--- config.mk ---
export PLATFORM = sky130hd
export DESIGN_NAME = combi_mode_switch_ctrl_flat
export DESIGN_NICKNAME = d
export VERILOG_FILES = /design/src/rtl/combi_mode_switch_ctrl_if.sv /design/src/rtl/combi_mode_switch_ctrl.sv /design/src/flat_wrapper.sv
export SDC_FILE = /design/constraint.sdc
export NUM_CORES = 1
export LEC_CHECK = 0
export CORE_ASPECT_RATIO = 0.9
export CORE_UTILIZATION = 40
export DETAILED_ROUTE_END_ITERATION = 10
export DONT_BUFFER_PORTS = 1
export SLEW_MARGIN = 20
export SYNTH_ARGS = -nofsm -noshare
export SYNTH_HDL_FRONTEND = slang
export SYNTH_SLANG_ARGS = --single-unit
--- constraint.sdc ---
create_clock -name clk -period 1.3 [get_ports clk]
set_input_delay 0.26 -clock clk [delete_from_list [all_inputs] [get_ports clk]]
set_output_delay 0.26 -clock clk [all_outputs]
set_load 0.05 [all_outputs]
--- src/rtl/combi_mode_switch_ctrl_if.sv ---
// Handshake and pipeline-control bundle between Execute/hazard logic and the ISA mode-switch sequencer.
`timescale 1ns/1ps
interface combi_mode_switch_ctrl_if #(
   parameter int unsigned PC_W = 32
);
   logic            switch_req;
   logic            switch_to_arm;
   logic [PC_W-1:0] switch_pc;
   logic            mem_stall;
   logic            arm;
   logic            busy;
   logic            StallF;
   logic            FlushD;
   logic            FlushE;
   logic            pc_redirect_en;
   logic [PC_W-1:0] pc_redirect;
   logic            switch_ack;

   modport slave (
      input  switch_req, switch_to_arm, switch_pc, mem_stall,
      output arm, busy, StallF, FlushD, FlushE, pc_redirect_en, pc_redirect, switch_ack
   );

   modport master (
      output switch_req, switch_to_arm, switch_pc, mem_stall,
      input  arm, busy, StallF, FlushD, FlushE, pc_redirect_en, pc_redirect, switch_ack
   );
endinterface

--- src/rtl/combi_mode_switch_ctrl.sv ---
// Sequences a RISC-V <-> ARM mode change: freeze fetch, drain M/W, flip 'arm', redirect fetch.
`timescale 1ns/1ps
module combi_mode_switch_ctrl #(
   parameter int unsigned DRAIN_CYCLES = 2,
   parameter logic        RESET_ARM    = 1'b0,
   parameter int unsigned PC_W         = 32
) (
   input  logic                    clk,
   input  logic                    reset,
   combi_mode_switch_ctrl_if.slave bus
);

   // A zero-cycle drain never enters DRAIN, so the counter just needs a legal width.
   localparam int unsigned     CNT_W    = (DRAIN_CYCLES > 0) ? $clog2(DRAIN_CYCLES + 1) : 1;
   localparam logic [CNT_W-1:0] CNT_LOAD = (DRAIN_CYCLES > 0) ? CNT_W'(DRAIN_CYCLES - 1) : '0;

   typedef enum logic [1:0] {
      S_IDLE   = 2'd0,
      S_DRAIN  = 2'd1,
      S_SWITCH = 2'd2
   } state_e;

   state_e            state_q, state_d;
   logic [CNT_W-1:0]  cnt_q, cnt_d;
   logic              tgt_arm_q, tgt_arm_d;
   logic [PC_W-1:0]   tgt_pc_q, tgt_pc_d;
   logic              arm_q, arm_d;

   logic              busy, stall_f, flush_d, flush_e, redirect_en, ack;
   logic [PC_W-1:0]   redirect_pc;

   // NOTE: state is updated with non-blocking assignments so every flop samples pre-edge values.
   always_ff @(posedge clk or posedge reset) begin
      if (reset) begin
         state_q   <= S_IDLE;
         cnt_q     <= '0;
         tgt_arm_q <= RESET_ARM;
         tgt_pc_q  <= '0;
         arm_q     <= RESET_ARM;
      end else begin
         state_q   <= state_d;
         cnt_q     <= cnt_d;
         tgt_arm_q <= tgt_arm_d;
         tgt_pc_q  <= tgt_pc_d;
         arm_q     <= arm_d;
      end
   end

   // NOTE: every signal gets a default before the case so no path leaves it unassigned (no latches).
   always_comb begin
      state_d     = state_q;
      cnt_d       = cnt_q;
      tgt_arm_d   = tgt_arm_q;
      tgt_pc_d    = tgt_pc_q;
      arm_d       = arm_q;
      busy        = 1'b0;
      stall_f     = 1'b0;
      flush_d     = 1'b0;
      flush_e     = 1'b0;
      redirect_en = 1'b0;
      redirect_pc = '0;
      ack         = 1'b0;

      unique case (state_q)
         S_IDLE: begin
            if (bus.switch_req) begin
               tgt_arm_d = bus.switch_to_arm;
               tgt_pc_d  = bus.switch_pc;
               cnt_d     = CNT_LOAD;
               // A same-mode request has nothing older to protect, so it skips the drain.
               if ((bus.switch_to_arm != arm_q) && (DRAIN_CYCLES != 0)) begin
                  state_d = S_DRAIN;
               end else begin
                  state_d = S_SWITCH;
               end
            end
         end

         S_DRAIN: begin
            busy    = 1'b1;
            stall_f = 1'b1;
            flush_d = 1'b1;
            flush_e = 1'b1;
            if (!bus.mem_stall) begin
               if (cnt_q == '0) begin
                  state_d = S_SWITCH;
               end else begin
                  cnt_d = cnt_q - CNT_W'(1);
               end
            end
         end

         S_SWITCH: begin
            busy        = 1'b1;
            flush_d     = 1'b1;
            redirect_en = 1'b1;
            redirect_pc = tgt_pc_q;
            ack         = 1'b1;
            arm_d       = tgt_arm_q;
            state_d     = S_IDLE;
         end

         default: state_d = S_IDLE;
      endcase
   end

   assign bus.arm            = arm_q;
   assign bus.busy           = busy;
   assign bus.StallF         = stall_f;
   assign bus.FlushD         = flush_d;
   assign bus.FlushE         = flush_e;
   assign bus.pc_redirect_en = redirect_en;
   assign bus.pc_redirect    = redirect_pc;
   assign bus.switch_ack     = ack;

endmodule
--- src/flat_wrapper.sv ---
// flat-port wrapper written by rule: the top's interface ports become plain ports
module combi_mode_switch_ctrl_flat 
#(
   parameter int unsigned DRAIN_CYCLES = 2,
   parameter logic        RESET_ARM    = 1'b0,
   parameter int unsigned PC_W         = 32
)
  (clk, reset, bus_switch_req, bus_switch_to_arm, bus_switch_pc, bus_mem_stall, bus_arm, bus_busy, bus_StallF, bus_FlushD, bus_FlushE, bus_pc_redirect_en, bus_pc_redirect, bus_switch_ack);
  combi_mode_switch_ctrl_if #(.PC_W(PC_W)) bus_i ();
  input  logic clk;
  input  logic reset;
  input wire logic [$bits(bus_i.switch_req)-1:0] bus_switch_req;
  input wire logic [$bits(bus_i.switch_to_arm)-1:0] bus_switch_to_arm;
  input wire logic [$bits(bus_i.switch_pc)-1:0] bus_switch_pc;
  input wire logic [$bits(bus_i.mem_stall)-1:0] bus_mem_stall;
  output wire logic [$bits(bus_i.arm)-1:0] bus_arm;
  output wire logic [$bits(bus_i.busy)-1:0] bus_busy;
  output wire logic [$bits(bus_i.StallF)-1:0] bus_StallF;
  output wire logic [$bits(bus_i.FlushD)-1:0] bus_FlushD;
  output wire logic [$bits(bus_i.FlushE)-1:0] bus_FlushE;
  output wire logic [$bits(bus_i.pc_redirect_en)-1:0] bus_pc_redirect_en;
  output wire logic [$bits(bus_i.pc_redirect)-1:0] bus_pc_redirect;
  output wire logic [$bits(bus_i.switch_ack)-1:0] bus_switch_ack;
  assign bus_i.switch_req = bus_switch_req;
  assign bus_i.switch_to_arm = bus_switch_to_arm;
  assign bus_i.switch_pc = bus_switch_pc;
  assign bus_i.mem_stall = bus_mem_stall;
  assign bus_arm = bus_i.arm;
  assign bus_busy = bus_i.busy;
  assign bus_StallF = bus_i.StallF;
  assign bus_FlushD = bus_i.FlushD;
  assign bus_FlushE = bus_i.FlushE;
  assign bus_pc_redirect_en = bus_i.pc_redirect_en;
  assign bus_pc_redirect = bus_i.pc_redirect;
  assign bus_switch_ack = bus_i.switch_ack;
  combi_mode_switch_ctrl #(.DRAIN_CYCLES(DRAIN_CYCLES), .RESET_ARM(RESET_ARM), .PC_W(PC_W)) u_core (.clk(clk), .reset(reset), .bus(bus_i));
endmodule
==> summary.txt <==
Worst setup path
  – Maximum fanout count along the critical path: 25
  – Signal arrival time at the worst endpoint: 1.34 ns
  – Origin of the critical flop-to-flop path: u_core.state_q[1]
  – Sort of element at the start of the critical path: flop
  – CP startpoint: u_core.state_q[0]
  – Data required, critical path: 1.04 ns
  – CP Capture Type: output pin
  – Worst setup path category: flop to output pin

Synth
  – Dominant cell type by area after synthesis: sky130_fd_sc_hd__dfrtp_1
  – Cell count after synthesis: 146
  – Mapped Nets: 189
  – Cells taking the most area after synthesis: sky130_fd_sc_hd__dfrtp_1, sky130_fd_sc_hd__mux2_4, sky130_fd_sc_hd__and2_1
  – Most used standard cell by instance count after synthesis: sky130_fd_sc_hd__dfrtp_1
  – Number of register bits inferred by synthesis: 38
  – Mapped cell area: 1960 um2
  – Number of synthesis warnings: 0
  – Top_reg_cell synth: sky130_fd_sc_hd__dfrtp_1
  – Area share of the leading cell type in the synthesized netlist: 0.485
  – Share of flip-flops with an asynchronous set or reset: 1.00
  – Share of the yosys chip area belonging to registers: 0.485
  – Synth Area per Inst: 13.4 um2
  – Top cell types by occurrence after synthesis: sky130_fd_sc_hd__dfrtp_1, sky130_fd_sc_hd__and2_1, sky130_fd_sc_hd__mux2_4
  – Number of distinct library cells after synthesis: 23
  – Post-synth EDFFs: 0

Timing
  – Final setup violating endpoints: 75
  – Setup Skew: 0.00418 ns
  – Worst relative slew slack: 0.681
  – Final critical-path required period: 1.60 ns
  – Fin. max-slew vios: 0
  – Hold Fails Final Rpt: 0
  – Setup repair after global routing missed its margin: true
  – Upper clock frequency limit: 625 MHz
  – Final cycle utilization of the critical path: 1.23
  – Worst slack on hold paths: 0.113 ns
  – Final Worst Setup Slack: -0.300 ns
  – Measured slew at the worst slew-check pin: 0.479 ns

Power
  – Maximum resistive drop on vdd: 2.41 mV
  – Power Dens Cells: 3030 nW/um2
  – Static leakage: 1.19 nW
  – Power Total: 7.62 mW

Floorplanning
  – Core ar.: 4580 um2
  – Die width: 75.8 um
  – Die outline area: 5190 um2
  – Count of pins on the block boundary: 76
  – Initial core utilization: 0.428
  – Floorplan die height: 68.4 um
  – Core Rows: 23

Global routing
  – Pin count of the biggest net entering global routing: 39
  – Most Crowded Layer GR: met2
  – Global-route wire length before repair: 6290 um
  – Global Route Usage Sum: 0.173
  – Number of antenna violations at the first check in global routing: 0
  – Met2 usage: 0.308
  – Via count of the first global-routing pass: 1234
  – Overflow left after global routing: 0
  – Met3 global-route usage: 0.0677
  – Global-route track usage on met1: 0.184

Drt
  – Remaining antenna violation count: 0
  – Post-route DRC: 0
  – Post-detailed-routing wire length: 4250 um
  – Initial DRT Pass Iterations: 4
  – Vias after detailed routing: 1161
  – DR vias/cell: 5.05
  – Detailed Route Iter0 Violations: 34
  – Routed wire length per instance: 18.5 um

Worst hold path
  – Hold Crit Class: input pin to flop
  – Startpoint of the lowest-slack hold path: bus_switch_pc[9]

Finish
  – Share of the core filled with cells: 0.549
  – Total Nets Final: 211
  – Fraction of final layout cells with drive strength greater than 1: 0.655
  – Antenna diode count: 0
  – Area growth, synth to finish: 28.2%
  – Total non-filler cell area in the finished layout: 2510 um2

Outcome
  – Run status: complete, but fails checks
  – Violations in the final reports: negative setup slack

Place
  – Placed wire-length estimate after detailed placement: 2800 um
  – Number of buffer cells added on primary ports: 0
  – RD Place Congestion: 0.656
  – Placed cell area: 2250 um2

CTS
  – Sinks on the clock net: 38
  – Post-CTS clock slew at the launch and capture registers of the worst setup and hold paths: 0.07 ns
  – Buffer depth of the longest clock path: 2
  – Total CTS buffers: 5
  – H-tree level count: 2
  – Root Buffer: sky130_fd_sc_hd__clkbuf_8
  – Clk_lat worst skew: 0.29 ns
  – TritonCTS clock tree: built

Run
  – Maximum Capacitance Violations: 0
[cells in the final DEF (no fill, tap or decap), drive strengths merged]
| cell | instances |
|---|---|
| dfrtp | 38 |
| mux2 | 35 |
| and2 | 33 |
| buf | 23 |
| clkbuf | 6 |
| inv | 6 |
| ha | 6 |
| nand2b | 3 |
| nand2 | 3 |
| nor2 | 2 |
| o21ai | 2 |
| a21oi | 2 |
| nor2b | 1 |
| a2111oi | 1 |
| nand4b | 1 |
| mux2i | 1 |
| xnor2 | 1 |
| a22o | 1 |
| o32ai | 1 |
| bufinv | 1 |
| dlygate4sd3 | 1 |
[power by group]
| group | leakage (nW) | switching, mW | total, mW | internal, mW |
|---|---|---|---|---|
| Sequential | 0.448 | 0.349 | 2.11 | 1.77 |
| Combinational | 0.689 | 2.52 | 4.50 | 1.98 |
| Clock | 0.0573 | 0.400 | 1.01 | 0.614 |
| Total | 1.19 | 3.26 | 7.62 | 4.36 |
[metal layers]
layer  wire length (um)  vias to the layer above
met5                  0                        -
met4                 60                        0
met3                248                        6
met2               2260                       42
met1               1690                      587
li1                   -                      526
[sequential cells by signal, summed over array words and instances (netlist names)]
register,count
u_core.cnt_q,2
u_core.state_q,2
u_core.tgt_pc_q,32
u_core.tgt_arm_q,1
u_core.bus.arm,1
[layout make-up]
cell class / instances / area (um2)
fillers: 382 / 2060
multi-input cells: 93 / 1100
flip-flops and latches: 38 / 951
repair buffers: 24 / 248
clock buffers: 6 / 82.6
well taps: 62 / 77.6
clock inverters: 1 / 30.0
inverters: 6 / 22.5
[worst max-delay path: stages, from the launching register on]
cell and delay (ns):
sky130_fd_sc_hd__dfrtp_1 0.39, sky130_fd_sc_hd__inv_2 0.08, sky130_fd_sc_hd__ha_4 0.15, sky130_fd_sc_hd__buf_12 0.17, sky130_fd_sc_hd__and2_4 0.26
[through the flow]
stage / cells / worst slack (ns) / TNS (ns)
CTS: 230 / -0.302 / -17.01
global route: 230 / -0.356 / -21.15
finish: 230 / -0.300 / -17.56
global placement: 215 / -0.125 / -4.19
detailed placement: 215 / -0.184 / -6.22
floorplan: 146 / -0.193 / -8.21
[what timing repair did]
| item | CTS | global route |
|---|---|---|
| pin swaps | 12 | 9 |
| hold buffers | 1 | 0 |
| setup endpoints to repair | 76 | 75 |
| buffers inserted | 8 | 0 |
| resized for setup | 16 | 3 |
| hold endpoints to repair | 38 | 0 |
[cell families (layout without fill, tap and decap cells)]
group           Yosys count  count (layout)  synth area share
compound gates            7               7            0.0268
fa+ha+maj                 6               6            0.0383
simple gates             43              43             0.136
flops                    38              38             0.485
mux                      36              36             0.264
buf+inv                  15              37            0.0459
xor+xnor                  1               1           0.00447
[worst paths after layout]
kind | endpoint | slack [ns] | cells after the start
setup / recovery | bus_pc_redirect[30] | -0.30 | 4
hold / removal | u_core.tgt_pc_q[9] | 0.11 | 1
setup reg to reg | u_core.state_q[1] | -0.26 | 7
hold reg to reg | u_core.tgt_pc_q[26] | 0.51 | 1
min in group asynchronous | u_core.tgt_pc_q[27] | 0.54 | 3
max in group asynchronous | u_core.state_q[0] | 0.43 | 3
(Power assumes the default switching activity.)
